### src/rtl/if_fetch_unit_if.sv
// Fetch-unit bus bundle: ROM request/response, branch redirect and decode handshake.
interface if_fetch_unit_if #(
  parameter int unsigned ADDR_W = 32,
  parameter int unsigned INST_W = 32,
  parameter int unsigned DEPTH  = 2
);
  localparam int unsigned CntW = $clog2(DEPTH) + 1;

  // ROM side
  logic              rom_ce;
  logic [ADDR_W-1:0] rom_addr;
  logic [INST_W-1:0] rom_inst;

  // Redirect from execute
  logic              branch_flag;
  logic [ADDR_W-1:0] branch_target;

  // Decode side
  logic              id_valid;
  logic              id_ready;
  logic [ADDR_W-1:0] id_pc;
  logic [INST_W-1:0] id_inst;
  logic [CntW-1:0]   buf_count;

  // Fetch unit drives the ROM request and the decode-facing head entry.
  modport master (
    output rom_ce,
    output rom_addr,
    input  rom_inst,
    input  branch_flag,
    input  branch_target,
    output id_valid,
    input  id_ready,
    output id_pc,
    output id_inst,
    output buf_count
  );

  // Environment: ROM, execute and decode.
  modport slave (
    input  rom_ce,
    input  rom_addr,
    output rom_inst,
    output branch_flag,
    output branch_target,
    input  id_valid,
    output id_ready,
    input  id_pc,
    input  id_inst,
    input  buf_count
  );
endinterface

### src/rtl/if_fetch_unit.sv
// Instruction fetch: owns the PC, reads the ROM combinationally each FETCH cycle and
// queues {pc, inst} in a small FIFO toward decode. Branches flush the FIFO and redirect.
module if_fetch_unit #(
  parameter int unsigned          ADDR_W   = 32,
  parameter int unsigned          INST_W   = 32,
  parameter logic [ADDR_W-1:0]    RESET_PC = '0,
  parameter int unsigned          DEPTH    = 2
) (
  input  logic           clk,
  input  logic           rst,
  if_fetch_unit_if.master fetch_io
);

  localparam int unsigned PtrW = (DEPTH > 1) ? $clog2(DEPTH) : 1;
  localparam int unsigned CntW = $clog2(DEPTH) + 1;

  typedef enum logic [0:0] {StIdle, StFetch} state_e;

  state_e            state_q, state_d;
  logic [ADDR_W-1:0] pc_q, pc_d;
  logic [PtrW-1:0]   wr_ptr_q, wr_ptr_d;
  logic [PtrW-1:0]   rd_ptr_q, rd_ptr_d;
  logic [CntW-1:0]   count_q, count_d;
  logic              rom_ce_q;

  logic [ADDR_W-1:0] pc_mem   [DEPTH];
  logic [INST_W-1:0] inst_mem [DEPTH];

  logic push;
  logic pop;
  logic id_valid;

  assign id_valid = (count_q != '0);

  // Next-state: FSM, PC sequencing, FIFO pointers and occupancy.
  always_comb begin
    state_d  = state_q;
    pc_d     = pc_q;
    wr_ptr_d = wr_ptr_q;
    rd_ptr_d = rd_ptr_q;
    count_d  = count_q;
    push     = 1'b0;
    pop      = id_valid & fetch_io.id_ready;

    unique case (state_q)
      StIdle: begin
        // Branches are ignored until fetching has started.
        state_d = StFetch;
      end
      StFetch: begin
        if (fetch_io.branch_flag) begin
          // Flush discards any coincident pop; decode squashes its own accept.
          wr_ptr_d = '0;
          rd_ptr_d = '0;
          count_d  = '0;
          pc_d     = fetch_io.branch_target & ~ADDR_W'(3);
        end else begin
          // A pop frees a slot in the same cycle, so a full FIFO still streams.
          push = (count_q < CntW'(DEPTH)) || pop;
          if (push) begin
            pc_d     = pc_q + ADDR_W'(4);
            wr_ptr_d = wr_ptr_q + PtrW'(1);
          end
          if (pop) begin
            rd_ptr_d = rd_ptr_q + PtrW'(1);
          end
          if (push && !pop) begin
            count_d = count_q + CntW'(1);
          end else if (!push && pop) begin
            count_d = count_q - CntW'(1);
          end
        end
      end
      default: state_d = StIdle;
    endcase
  end

  // State, PC, pointers and registered ROM enable.
  always_ff @(posedge clk or negedge rst) begin
    if (!rst) begin
      state_q  <= StIdle;
      pc_q     <= RESET_PC;
      wr_ptr_q <= '0;
      rd_ptr_q <= '0;
      count_q  <= '0;
      rom_ce_q <= 1'b0;
    end else begin
      state_q  <= state_d;
      pc_q     <= pc_d;
      wr_ptr_q <= wr_ptr_d;
      rd_ptr_q <= rd_ptr_d;
      count_q  <= count_d;
      rom_ce_q <= (state_d == StFetch);
    end
  end

  // FIFO storage; contents need no reset because outputs are gated by occupancy.
  always_ff @(posedge clk) begin
    if (push) begin
      pc_mem[wr_ptr_q]   <= pc_q;
      inst_mem[wr_ptr_q] <= fetch_io.rom_inst;
    end
  end

  assign fetch_io.rom_ce    = rom_ce_q;
  assign fetch_io.rom_addr  = pc_q;
  assign fetch_io.id_valid  = id_valid;
  assign fetch_io.id_pc     = id_valid ? pc_mem[rd_ptr_q] : '0;
  assign fetch_io.id_inst   = id_valid ? inst_mem[rd_ptr_q] : '0;
  assign fetch_io.buf_count = count_q;

endmodule

### src/flat_wrapper.sv
// flat-port wrapper written by rule: the top's interface ports become plain ports
module if_fetch_unit_flat 
#(
  parameter int unsigned          ADDR_W   = 32,
  parameter int unsigned          INST_W   = 32,
  parameter logic [ADDR_W-1:0]    RESET_PC = '0,
  parameter int unsigned          DEPTH    = 2
)
  (clk, rst, fetch_io_rom_ce, fetch_io_rom_addr, fetch_io_rom_inst, fetch_io_branch_flag, fetch_io_branch_target, fetch_io_id_valid, fetch_io_id_ready, fetch_io_id_pc, fetch_io_id_inst, fetch_io_buf_count);
  if_fetch_unit_if #(.ADDR_W(ADDR_W), .INST_W(INST_W), .DEPTH(DEPTH)) fetch_io_i ();
  input  logic clk;
  input  logic rst;
  output wire logic [$bits(fetch_io_i.rom_ce)-1:0] fetch_io_rom_ce;
  output wire logic [$bits(fetch_io_i.rom_addr)-1:0] fetch_io_rom_addr;
  input wire logic [$bits(fetch_io_i.rom_inst)-1:0] fetch_io_rom_inst;
  input wire logic [$bits(fetch_io_i.branch_flag)-1:0] fetch_io_branch_flag;
  input wire logic [$bits(fetch_io_i.branch_target)-1:0] fetch_io_branch_target;
  output wire logic [$bits(fetch_io_i.id_valid)-1:0] fetch_io_id_valid;
  input wire logic [$bits(fetch_io_i.id_ready)-1:0] fetch_io_id_ready;
  output wire logic [$bits(fetch_io_i.id_pc)-1:0] fetch_io_id_pc;
  output wire logic [$bits(fetch_io_i.id_inst)-1:0] fetch_io_id_inst;
  output wire logic [$bits(fetch_io_i.buf_count)-1:0] fetch_io_buf_count;
  assign fetch_io_rom_ce = fetch_io_i.rom_ce;
  assign fetch_io_rom_addr = fetch_io_i.rom_addr;
  assign fetch_io_i.rom_inst = fetch_io_rom_inst;
  assign fetch_io_i.branch_flag = fetch_io_branch_flag;
  assign fetch_io_i.branch_target = fetch_io_branch_target;
  assign fetch_io_id_valid = fetch_io_i.id_valid;
  assign fetch_io_i.id_ready = fetch_io_id_ready;
  assign fetch_io_id_pc = fetch_io_i.id_pc;
  assign fetch_io_id_inst = fetch_io_i.id_inst;
  assign fetch_io_buf_count = fetch_io_i.buf_count;
  if_fetch_unit #(.ADDR_W(ADDR_W), .INST_W(INST_W), .RESET_PC(RESET_PC), .DEPTH(DEPTH)) u_core (.clk(clk), .rst(rst), .fetch_io(fetch_io_i));
endmodule
### config.mk
export PLATFORM = sky130hd
export DESIGN_NAME = if_fetch_unit_flat
export DESIGN_NICKNAME = d
export VERILOG_FILES = /design/src/rtl/if_fetch_unit_if.sv /design/src/rtl/if_fetch_unit.sv /design/src/flat_wrapper.sv
export SDC_FILE = /design/constraint.sdc
export NUM_CORES = 1
export LEC_CHECK = 0
export CORE_AREA = 5 5 145 133
export CTS_CLUSTER_DIAMETER = 150
export CTS_CLUSTER_SIZE = 40
export DETAILED_ROUTE_END_ITERATION = 6
export DIE_AREA = 0 0 150 138
export HOLD_SLACK_MARGIN = 0.06
export PLACE_DENSITY = 0.66
export SLEW_MARGIN = 10
export SYNTH_ARGS = -nofsm -noshare
export SYNTH_HDL_FRONTEND = slang
export SYNTH_SLANG_ARGS = --single-unit
### constraint.sdc
create_clock -name clk -period 9.35 [get_ports clk]
set_input_delay 1.87 -clock clk [delete_from_list [all_inputs] [get_ports clk]]
set_output_delay 1.87 -clock clk [all_outputs]
set_load 0.02 [all_outputs]
[After elaboration in Yosys (flattened, before gate mapping)]
Memory sizes are Yosys's and may differ from the RTL's.
Cells that the tools add are included.
Operators by class
  add/sub/neg operators: 5
  order comparisons: 1
  multiplexer cells: 15
  bitwise operators: 1
  reduce and logical (&&, ||, !) cells: 12
Operators by type and width (number)
  32-bit two-way mux: 4
  32-bit by 3-bit adder with 32-bit output (second input constant): 1
  1-bit two-way mux: 8
  2-bit two-way mux: 3
  2-bit AND reduction: 3
  2-bit nonzero test: 3
  3-bit nonzero test: 1
  1-bit adder (second input constant): 2
  2-bit by 1-bit adder with 2-bit output (second input constant): 1
  1-bit logical AND: 2
  1-bit zero test: 2
  2-bit < comparator (second input constant): 1
  2-bit by 1-bit subtractor with 2-bit output (second input constant): 1
  1-bit bitwise AND: 1
  1-bit logical OR: 1
Storage, ports and cells
  flip-flop bits (word level): 37
  memory bits (writable): 128
  input bits: 68
  output and inout port bits: 100
  word-level logic and storage cells: 41
  memories: 2
Memories
  u_core.inst_mem: words 2, width 32, rd ports 1, clocked after Yosys merged registers in 0, write ports 1, line if_fetch_unit.sv:27  | logic [INST_W-1:0] inst_mem [DEPTH];
  u_core.pc_mem: words 2, width 32, rd ports 1, clocked after Yosys merged registers in 0, write ports 1, line if_fetch_unit.sv:26  | logic [ADDR_W-1:0] pc_mem [DEPTH];

[Logic depth before layout (Yosys ltp)]
  depth after elaboration: 8
  depth in mapped cells: 7
  mapped depth without buffers: 6

[Worst setup path after synthesis]
No wires, ideal clock.
  path kind: input port to flip-flop
  start point: input port fetch_io_branch_flag
  end point: memory u_core.inst_mem[0][0], enable pin
  arrival time: 4.795 ns
  path slack: 4.073 ns
  stages: 4
  path buffers: 1
  path through: buf_6 -> nor2b_1 -> nand2_1 -> nor2_1
Between the ends
  word-level cells in the longest chain between the ends: 4
RTL lines
  start, declared: line flat_wrapper.sv:16  | input wire logic [$bits(fetch_io_i.branch_flag)-1:0] fetch_io_branch_flag;
  1-bit two-way mux: line if_fetch_unit.sv:51  | if (fetch_io.branch_flag) begin
  1-bit two-way mux: line if_fetch_unit.sv:45  | unique case (state_q)
  1-bit two-way mux: line if_fetch_unit.sv:99  | if (push) begin
  1-bit two-way mux (implied by the code): line if_fetch_unit.sv:101  | inst_mem[wr_ptr_q] <= fetch_io.rom_inst;
  end, declared: line if_fetch_unit.sv:27
Every way passes these cells.

[Final worst setup path]
  start point: register u_core.rd_ptr_q
  end point: output port fetch_io_id_pc[7]
Between the ends
  word-level cells in the longest chain between the ends: 2
RTL lines
  start, declared: line if_fetch_unit.sv:22  | logic [PtrW-1:0] rd_ptr_q, rd_ptr_d;
  start signal, assigned: line if_fetch_unit.sv:91  | rd_ptr_q <= rd_ptr_d;
  memory read 2 x 32 bit
  32-bit two-way mux: line if_fetch_unit.sv:108  | assign fetch_io.id_pc = id_valid ? pc_mem[rd_ptr_q] : '0;
  end, declared: line flat_wrapper.sv:20  | output wire logic [$bits(fetch_io_i.id_pc)-1:0] fetch_io_id_pc;
Every way passes these cells.

==> run_results.csv <==
group,metric,value,unit
run_status,run_status,"completed",
floorplanning,pin_count,168,
routing,vias_per_cell,5.05,
final_layout,final_util,53.3,%
synthesis,synth-compound-area-share,6.07,%
cts,ctsRootBufferMaster,"clkbuf_16",
final_layout,drive_gt1_share,8.25,%
global_routing,grt_pass1_vias,4851,
final_layout,final_common_cell,"clkdlybuf4s50_1",
critical_path,cp_cell_sequence,"mux2i_1 > nor2_1 > clkdlybuf4s50_1",
synthesis,yosysSeqAreaShare,66.8,%
critical_path,cpPeakStageDelay,1200,ps
cts,numCtsBuffers,17,
critical_path,r2r_setup_slack,6900,ps
synthesis,synth_ff_type,"edfxtp_1",
placed_design,dp_hpwl,11.0,mm
critical_path,crit_path_end_kind,"output port",
sta,fmax,219,MHz
synthesis,synth_top_family_by_area,"multiplexers",
synthesis,synth.area.mux_share,12.4,%
synthesis,netlist_area,0.00688,mm²
global_routing,grtUsageTotal,16.4,%
floorplanning,fp.dieH,138,µm
synthesis,synth_seq_cells,159,
synthesis,yosysWarningCount,0,
synthesis,synth_cell_types,41,
cts,cts_tree,"done",
global_routing,met3_usage,4.77,%
routing,ant_nets,0,
routing,num_vias,4704,
synthesis,avgSynthCellArea,13.2,µm²
sta,clock_skew,9.12,ps
synthesis,async_flop_share,22.0,%
global_routing,grt_antenna_before_repair,0,
final_layout,layout.nets,747,
critical_path,path_max_fanout,64,
synthesis,synth_cells,520,
critical_path,cp_slowest_cell,"dfrtp_4",
global_routing,busiest_layer,"met2",
floorplanning,rows,46,
critical_path,worst-setup-path-type,"register to output port",
cts,postCtsSetupBuffers,0,
run,cap_violations,0,
routing,drt_first_pass_iters,5,
floorplanning,core,0.0175,mm²
routing,drc,0,
power_and_ir_drop,power.share.clock,33.7,%
sta,maxSlewViolCount,0,
cts,max-clock-path-buffers,2,
sta,fin_tns_setup,0,ps
routing,wirelength,16.7,mm
sta,hold_viol_final,0,
critical_path,start_kind,"register",
global_routing,grt_pass1_wl,26.5,mm
global_routing,grt_max_degree,65,
power_and_ir_drop,max-vdd-ir-drop,0.135,mV
placed_design,dp_cells,899,
cts,ctsHoldBuffers,0,
floorplanning,die-area,0.0207,mm²
critical_path,crit_family,"flip-flops",
placed_design,gp_congestion,0.779,
power_and_ir_drop,p_per_area,227,mW/mm²
power_and_ir_drop,combPwrFrac,22.6,%
final_layout,area_delta_synth_final,35.4,%
power_and_ir_drop,p_leak,0.00333,µW
synthesis,synth_xor_area_share,0,%
worst_hold_path,hp-class,"register to register",
synthesis,synth_edf_count,124,
power_and_ir_drop,pwr-share-seq,43.7,%
synthesis,synth_fa_ha_area_share,0.182,%
final_layout,final_cell_area,0.00932,mm²
floorplanning,chipWidth,150,µm
routing,routedWlPerCell,17.9,µm
cts,cts_sinks,159,
global_routing,overflow,0,
critical_path,cp_num_buf_inv,1,
routing,drt-initial-drc-count,260,
global_routing,use_met1,21.2,%
sta,layout_min_cycle_time,4570,ps
cts,clkTransAtPathRegs,70,ps
sta,finalSetupViolCount,0,
critical_path,required,7480,ps
final_layout,final_cells,931,
final_layout,final_cell_mix,"160 x clkdlybuf4s50_1, 124 x edfxtp_1, 84 x mux2i_1",
cts,cts_resized,0,
critical_path,critPathArrivalTime,2700,ps
placed_design,post_dp_cell_area,0.00871,mm²
placed_design,numPortBuffers,161,
sta,maxSlewHeadroom,23.0,%
final_layout,diodes,0,
synthesis,yosys.area_share.simple,11.9,%
cts,htree_levels,4,
sta,rsz0062_at_grt,"false",
floorplanning,initial_core_util,39.3,%
cts,clock_latency,420,ps
power_and_ir_drop,p_sw,630,µW
power_and_ir_drop,swShare,29.7,%
sta,fin_crit_sh,48.9,%
power_and_ir_drop,p_total,2120,µW
global_routing,grtUsageMet2,27.0,%
power_and_ir_drop,internal_power,1490,µW
sta,worst_slew_pin_slew,1150,ps
==> state kept, by name, indices dropped and copies added (netlist names) <==
name,count
u_core.fetch_io.buf_count,2
u_core.fetch_io.rom_addr,30
u_core.inst_mem,64
u_core.pc_mem,60
u_core.rd_ptr_q,1
u_core.state_q,1
u_core.wr_ptr_q,1
==> power groups by stage <==
stage | Sequential [µW] | Combinational [µW] | Clock (µW)
after global routing | 938 | 516 | 760
after global placement | 937 | 478 | 0
after CTS | 927 | 486 | 728
after floorplan | 930 | 243 | 0
final | 926 | 478 | 713
after detailed placement | 941 | 485 | 0
==> stage by stage <==
stage               hold slack (ps)  setup slack, ps
detailed placement              555             4940
finish                          563             4780
global route                    602             4600
floorplan                       560             4070
global placement                546             4990
CTS                             573             4680
==> routing by layer <==
metal  vias up  part of all wire (%)
met5         -                     0
met4         0                   1.4
met3        20                   5.7
met2       157                    50
met1      2291                    43
li1       2236                     -
==> Yosys cell counts, types with 2 or more instances <==
library cell	n	area (µm²)
edfxtp_1	124	3720
nor4_1	2	12.5
nor3_2	2	20.0
nor4_4	2	42.5
nand3_1	14	70.1
nand2_1	31	116
o21a_1	2	15.0
buf_4	5	37.5
inv_1	4	15.0
o22ai_1	18	113
buf_6	3	33.8
mux2i_1	84	841
conb_1	2	7.51
and2_1	3	18.8
a22oi_1	9	67.6
a21oi_1	22	110
nor2_1	82	308
buf_1	4	15.0
nand2b_1	2	12.5
and4_2	2	20.0
nor3_1	6	30.0
clkbuf_1	18	67.6
and3_1	4	25.0
or2_2	4	25.0
o21ai_0	14	70.1
nand4_1	8	50.1
dfrtp_1	35	876
==> cells by family (layout without fill, tap and decap cells) <==
group                    Yosys count  count (layout)
adder cells (fa/ha/maj)            1               1
flip-flops                       159             159
buffers and inverters             35             203
AO/OA/AOI/OAI                     70              70
multiplexers                      85              85
other                              2               5
AND/OR/NAND/NOR                  168             168
==> layout make-up <==
type	count	area [µm²]
inverter	5	18.8
clock buffer	17	425
tap	240	300
timing repair buffer	166	1640
multi-input combinational	329	2150
clock inverter	15	184
fill	1520	8180
sequential	159	4600
==> final timing paths <==
kind                                              to  cells after the start                         start
min in group asynchronous             u_core.state_q                      1                           rst
worst min register to register  u_core.pc_mem[0][31]                      0  u_core.fetch_io.rom_addr[31]
worst max-delay path               fetch_io_id_pc[7]                      3               u_core.rd_ptr_q
max in group asynchronous            u_core.rd_ptr_q                      1                           rst
worst max register to register   u_core.pc_mem[1][2]                      4                u_core.state_q
worst min-delay path            u_core.pc_mem[0][31]                      0  u_core.fetch_io.rom_addr[31]
(Power assumes the default switching activity.)
